## src/rtl/vga_pkg.sv

```systemverilog
// rtl/vga_pkg.sv - shared pixel width, arbiter states and framebuffer geometry
package vga_pkg;

  // RGB444 pixel, one nibble per channel
  localparam int PIX_W = 12;

  typedef enum logic [1:0] {
    IDLE    = 2'd0,
    DISP_RD = 2'd1,
    HOST_WR = 2'd2
  } arbState_t;

  // Framebuffer extent along one axis for a given screen extent and upscale shift
  function automatic int fbDim(input int extent, input int scaleSh);
    return extent >> scaleSh;
  endfunction

endpackage

```

## src/rtl/vga_wr_fifo.sv

```systemverilog
// rtl/vga_wr_fifo.sv - synchronous host write FIFO with registered ready
module vga_wr_fifo #(
  parameter int DATA_W = 27,
  parameter int DEPTH  = 4
) (
  input  logic              iClk,
  input  logic              iRst,
  input  logic              iPushValid,
  output logic              oPushReady,
  input  logic [DATA_W-1:0] iPushData,
  input  logic              iPop,
  output logic              oEmpty,
  output logic [DATA_W-1:0] oHeadData
);

  localparam int PTR_W = $clog2(DEPTH);
  localparam logic [PTR_W:0] FULL_CNT = (PTR_W + 1)'(DEPTH);

  logic [DATA_W-1:0] store [DEPTH];
  logic [PTR_W-1:0]  wrPtr;
  logic [PTR_W-1:0]  rdPtr;
  logic [PTR_W:0]    count;
  logic [PTR_W:0]    countNext;
  logic              push;
  logic              pop;

  assign push      = iPushValid && oPushReady;
  assign pop       = iPop && !oEmpty;
  assign oEmpty    = (count == '0);
  assign oHeadData = store[rdPtr];

  // Next occupancy; a simultaneous push and pop leaves it unchanged
  always_comb begin
    countNext = count;
    if (push && !pop) begin
      countNext = count + 1'b1;
    end else if (!push && pop) begin
      countNext = count - 1'b1;
    end
  end

  // Pointers wrap naturally at DEPTH; ready is registered from the next occupancy
  always_ff @(posedge iClk or posedge iRst) begin
    if (iRst) begin
      wrPtr      <= '0;
      rdPtr      <= '0;
      count      <= '0;
      oPushReady <= 1'b0;
    end else begin
      if (push) wrPtr <= wrPtr + 1'b1;
      if (pop)  rdPtr <= rdPtr + 1'b1;
      count      <= countNext;
      oPushReady <= (countNext != FULL_CNT);
    end
  end

  // Entry storage needs no reset; occupancy alone defines what is valid
  always_ff @(posedge iClk) begin
    if (push) store[wrPtr] <= iPushData;
  end

endmodule

```

## src/rtl/vga_fb_arbiter.sv

```systemverilog
// rtl/vga_fb_arbiter.sv - single-port framebuffer arbiter between display scan-out and host writes
module vga_fb_arbiter
  import vga_pkg::*;
#(
  parameter int WIDTH      = 640,
  parameter int HEIGHT     = 480,
  parameter int SCALE_SH   = 2,
  parameter int ADDR_W     = 15,
  parameter int FIFO_DEPTH = 4
) (
  input  logic              iClk,
  input  logic              iRst,
  input  logic [9:0]        iCountH,
  input  logic [9:0]        iCountV,
  input  logic              iWrValid,
  input  logic [ADDR_W-1:0] iWrAddr,
  input  logic [PIX_W-1:0]  iWrData,
  output logic              oWrReady,
  output logic [ADDR_W-1:0] oMemAddr,
  output logic              oMemWe,
  output logic [PIX_W-1:0]  oMemWData,
  input  logic [PIX_W-1:0]  iMemRData,
  output logic [3:0]        oRed,
  output logic [3:0]        oGreen,
  output logic [3:0]        oBlue,
  output logic              oErr
);

  localparam int FB_W    = fbDim(WIDTH, SCALE_SH);
  localparam int FB_H    = fbDim(HEIGHT, SCALE_SH);
  localparam int ENTRY_W = ADDR_W + PIX_W;
  localparam logic [ADDR_W-1:0] FB_SIZE  = ADDR_W'(FB_W * FB_H);
  localparam logic [9:0]        WIDTH_C  = 10'(WIDTH);
  localparam logic [9:0]        HEIGHT_C = 10'(HEIGHT);

  arbState_t          state;
  logic               inActive;
  logic               dispSlot;
  logic [ADDR_W-1:0]  rdAddr;
  logic               fifoEmpty;
  logic               fifoPop;
  logic [ENTRY_W-1:0] head;
  logic [ADDR_W-1:0]  headAddr;
  logic [PIX_W-1:0]   headData;
  logic               act1;
  logic               slot1;
  logic               act2;
  logic               slot2;
  logic [PIX_W-1:0]   pixel;

  // One framebuffer read per upscaled column: the first clock of each group of 2^SCALE_SH
  assign inActive = (iCountH < WIDTH_C) && (iCountV < HEIGHT_C);
  assign dispSlot = inActive && (iCountH[SCALE_SH-1:0] == '0);
  assign rdAddr   = ADDR_W'(iCountV >> SCALE_SH) * ADDR_W'(FB_W) + ADDR_W'(iCountH >> SCALE_SH);

  // Host writes drain on every cycle the display does not own the port
  assign fifoPop  = !dispSlot && !fifoEmpty;
  assign headAddr = head[ENTRY_W-1:PIX_W];
  assign headData = head[PIX_W-1:0];

  vga_wr_fifo #(
    .DATA_W (ENTRY_W),
    .DEPTH  (FIFO_DEPTH)
  ) uWrFifo (
    .iClk       (iClk),
    .iRst       (iRst),
    .iPushValid (iWrValid),
    .oPushReady (oWrReady),
    .iPushData  ({iWrAddr, iWrData}),
    .iPop       (fifoPop),
    .oEmpty     (fifoEmpty),
    .oHeadData  (head)
  );

  // Arbitrate the memory port: display reads win, otherwise issue or drop the FIFO head
  always_ff @(posedge iClk or posedge iRst) begin
    if (iRst) begin
      state     <= IDLE;
      oMemAddr  <= '0;
      oMemWData <= '0;
      oErr      <= 1'b0;
    end else begin
      oErr <= 1'b0;
      if (dispSlot) begin
        state    <= DISP_RD;
        oMemAddr <= rdAddr;
      end else if (!fifoEmpty) begin
        if (headAddr < FB_SIZE) begin
          state     <= HOST_WR;
          oMemAddr  <= headAddr;
          oMemWData <= headData;
        end else begin
          state <= IDLE;
          oErr  <= 1'b1;
        end
      end else begin
        state <= IDLE;
      end
    end
  end

  // Write enable is a pure decode of the registered state, so reset kills it at once
  assign oMemWe = (state == HOST_WR);

  // Track active/slot through the memory latency; latch read data on slots, hold within the column
  always_ff @(posedge iClk or posedge iRst) begin
    if (iRst) begin
      act1  <= 1'b0;
      slot1 <= 1'b0;
      act2  <= 1'b0;
      slot2 <= 1'b0;
      pixel <= '0;
    end else begin
      act1  <= inActive;
      slot1 <= dispSlot;
      act2  <= act1;
      slot2 <= slot1;
      if (slot2) begin
        pixel <= iMemRData;
      end else if (!act2) begin
        pixel <= '0;
      end
    end
  end

  assign oRed   = pixel[11:8];
  assign oGreen = pixel[7:4];
  assign oBlue  = pixel[3:0];

endmodule

```

## config.mk

```make
export PLATFORM = sky130hd
export DESIGN_NAME = vga_fb_arbiter
export DESIGN_NICKNAME = d
export VERILOG_FILES = /design/src/rtl/vga_pkg.sv /design/src/rtl/vga_wr_fifo.sv /design/src/rtl/vga_fb_arbiter.sv
export SDC_FILE = /design/constraint.sdc
export NUM_CORES = 1
export LEC_CHECK = 0
export BUFFER_PORTS_ARGS = -buffer_cell sky130_fd_sc_hd__buf_4
export CAP_MARGIN = 25
export CELL_PAD_IN_SITES_DETAIL_PLACEMENT = 1
export CELL_PAD_IN_SITES_GLOBAL_PLACEMENT = 1
export CORE_MARGIN = 5
export CORE_UTILIZATION = 45
export CTS_BUF_LIST = sky130_fd_sc_hd__clkbuf_8
export DETAILED_ROUTE_END_ITERATION = 10
export PLACE_DENSITY = 0.87
export SLEW_MARGIN = 20
export SYNTH_ARGS = -nofsm -noshare
export SYNTH_HDL_FRONTEND = slang
export SYNTH_SLANG_ARGS = --single-unit
```

## constraint.sdc

```tcl
create_clock -name iClk -period 5.17 [get_ports iClk]
set_input_delay 0.2585 -clock iClk [delete_from_list [all_inputs] [get_ports iClk]]
set_output_delay 0.2585 -clock iClk [all_outputs]
set_load 0.005 [all_outputs]
```

==> qor.txt <==
FF-to-FF Start -> uWrFifo.rdPtr[0]
Slew @ Worst Pin -> 936 ps
area of the multi-input gates -> 2070 um^2
yosys warns -> 0
Syn Area/Cell -> 16.6 um^2
die width -> 133 um
highest net fanout along the worst path -> 23
Worst setup SP type -> flip-flop
initial DRC count -> 204
Total Routed Length -> 15300 um
Worst Setup Slack, final -> 1890 ps
peak supply drop -> 0.000291 V
DR DRC count -> 0
Clk pwr share -> 19.0%
Net Sw Frac -> 32.6%
vias per inst -> 5.45
Tmin final -> 3280 ps
Comb pwr share -> 36.3%
R2R depth -> 6
Initial Util -> 46.4%
core box area -> 14600 um^2
Inserted Clock Buffers -> 17
GP Congestion -> 0.774
largest net degree at the start of global routing -> 54
TritonRoute pass-1 iters -> 4
vias in the first global route -> 4420
CTS tree -> done
Syn Std Cell Area -> 6790 um^2
Seq pwr share -> 44.8%
GRT Overall Usage -> 17.8%
Area growth syn-to-layout -> 22.2%
# H-tree levels -> 4
WP data arrival -> 3600 ps
antenna violations before repair -> 0
CTS Sinks -> 161
clk_skew -> 12.2 ps
IO Count -> 104
Cell variety after synth -> 54
post-CTS sizing -> 0
die height -> 133 um
Final Max Tran Viols -> 0
maximum clock insertion buffer count -> 2
fillers -> 1385
Storage cell area -> 4570 um^2
Cell Rows -> 44
buffers added on ports -> 101
worst rel slew slack -> 37.4%
NumNets Final -> 627
full die area -> 17600 um^2
drt wl/cell -> 20.8 um
Internal Dissipation -> 2.87 mW
Achievable Freq -> 305 MHz
synthesized flop and latch total -> 161
leak pwr -> 3.34 nW
CTS Root Cell -> clkbuf_8
critical path type -> reg2reg
Crit. End Element -> flip-flop
final hold violations -> 0
clock latency on the worst-skew pair -> 430 ps
Antenna Cells -> 0
Pwr Density -> 513 nW/um^2
dpl ws -> 1840 ps
register area share after synthesis -> 67.3%
Final setup viols -> 0
Hold Crit Class -> in2async
Crit Reg-Reg Endpoint -> oMemWData[11]
layout cells sized above 1 -> 33.2%
Synth async-reset ratio -> 32.9%
R2R setup slack -> 1890 ps
net switching power -> 1.38 mW
first-pass GRT wire length -> 24200 um
post-route ant nets -> 0
detailed placement HPWL -> 10600 um
Post-Syn Nets -> 494
Setup TNS -> 0 ps
Max-Cap Viols -> 0
Vias -> 4024
number of synthesized flops with an enable pin -> 108
Main synth FF type -> edfxtp_1
Final Core Density -> 56.6%
clk slew on worst S/H paths -> 90 ps
RSZ-0062 raised after global routing -> false
Design Power -> 4.25 mW
status -> finished, final reports clean
Required @ worst endpoint -> 5490 ps
total gr overflow -> 0
Cells after DPL -> 686
final period utilization -> 63.4%
Gate Count Post-Synth -> 408
final std cells w/o fill -> 738
logic make-up (layout without fill, tap and decap cells):
kind of cell / Yosys count / in the layout / share of synthesized area, %
compound gates: 62 / 62 / 6.36
fa+ha+maj: 24 / 24 / 4.65
buf+inv: 29 / 175 / 2.16
simple gates: 74 / 74 / 5.44
xor+xnor: 13 / 13 / 1.68
mux: 45 / 45 / 12.4
flops: 161 / 161 / 67.3
layout make-up:
cell class              count  share of cell area (%)
inverters                  15                   0.709
multi-input cells         218                    25.0
repair buffers            128                    12.2
clock buffers              19                    3.15
well taps                 184                    2.78
clock inverters            13                    1.06
flip-flops and latches    161                    55.1
synthesized netlist by cell type, types with 3 or more instances:
master	n	area, um^2
a21o_1	3	22.5
a21oi_1	7	35.0
a22o_1	5	43.8
a22oi_1	8	60.1
and3_1	7	43.8
buf_2	3	15.0
clkbuf_1	7	26.3
dfrtp_1	53	1330
edfxtp_1	108	3240
ha_1	22	275
inv_1	14	52.6
mux2_2	4	45.0
mux2_4	9	135
mux2i_1	5	50.1
mux4_2	26	586
nand2_1	28	105
nand3_1	6	30.0
nor2_1	11	41.3
nor2b_1	6	37.5
nor3_1	3	15.0
o211ai_1	3	22.5
o21ai_0	16	80.1
o21ai_1	5	25.0
xnor2_1	10	87.6
xor2_1	3	26.3
worst max-delay path by stage:
stage	cells past startpoint	endpoint	start
after floorplan	9	oMemAddr[14]	iCountV[3]
after global placement	6	oMemWData[10]	uWrFifo.rdPtr[0]
after detailed placement	6	oMemWData[11]	uWrFifo.rdPtr[0]
after CTS	6	oMemWData[11]	uWrFifo.rdPtr[0]
after global routing	6	oMemWData[9]	uWrFifo.rdPtr[0]
final	6	oMemWData[11]	uWrFifo.rdPtr[0]
power by group through the flow:
stage | combinational [mW] | sequential (mW) | clock [mW]
3_3_place_gp | 1.47 | 1.90 | 0
3_5_place_dp | 1.54 | 1.93 | 0
5_1_grt | 1.67 | 1.93 | 0.891
6_report | 1.54 | 1.90 | 0.807
2_1_floorplan | 1.09 | 1.85 | 0
4_1_cts | 1.57 | 1.91 | 0.837
metal layers:
layer | wire length, um | GRT usage, % | up-vias
met4 | 146 | 5.31 | 0
met1 | 6370 | 21.9 | 2075
li1 | - | - | 1834
met3 | 670 | 3.91 | 11
met5 | 0 | 0 | -
met2 | 8130 | 31.5 | 104
layout by cell type, fill, tap and decap left out, types with 8 or more instances in the layout:
master	n
mux2_4	9
inv_1	14
edfxtp_1	108
o21ai_0	16
clkbuf_8	19
nor2_1	11
buf_4	108
mux4_2	26
ha_1	22
dfrtp_1	52
nand2_1	28
dlygate4sd3_1	20
xnor2_1	10
a22oi_1	8
stage by stage:
step           area [um^2]  hold slack [ps]
6_report              8290             30.6
5_1_grt               8290            0.585
4_1_cts               8280            0.624
3_5_place_dp          7740              350
3_3_place_gp          7740              339
2_1_floorplan         6790              331
critical path, cell delays in order, from the launching register on:
cell,delay (ps)
dfrtp_2,610
buf_4,430
mux4_2,580
a21o_1,190
a21o_1,190
a21boi_4,730
mux2_2,420
timing repair:
item,4_1_cts,5_1_grt
setup buffers,0,0
hold buffers,19,1
hold endpoints to repair,64,1
flip-flops by register name, indices dropped and copies added (netlist names), 2 cells and up:
name           flops
uWrFifo.store    108
oMemAddr          15
oMemWData         12
pixel             12
uWrFifo.count      3
state              2
uWrFifo.rdPtr      2
uWrFifo.wrPtr      2
No activity file was read; power rests on OpenSTA's default activity.
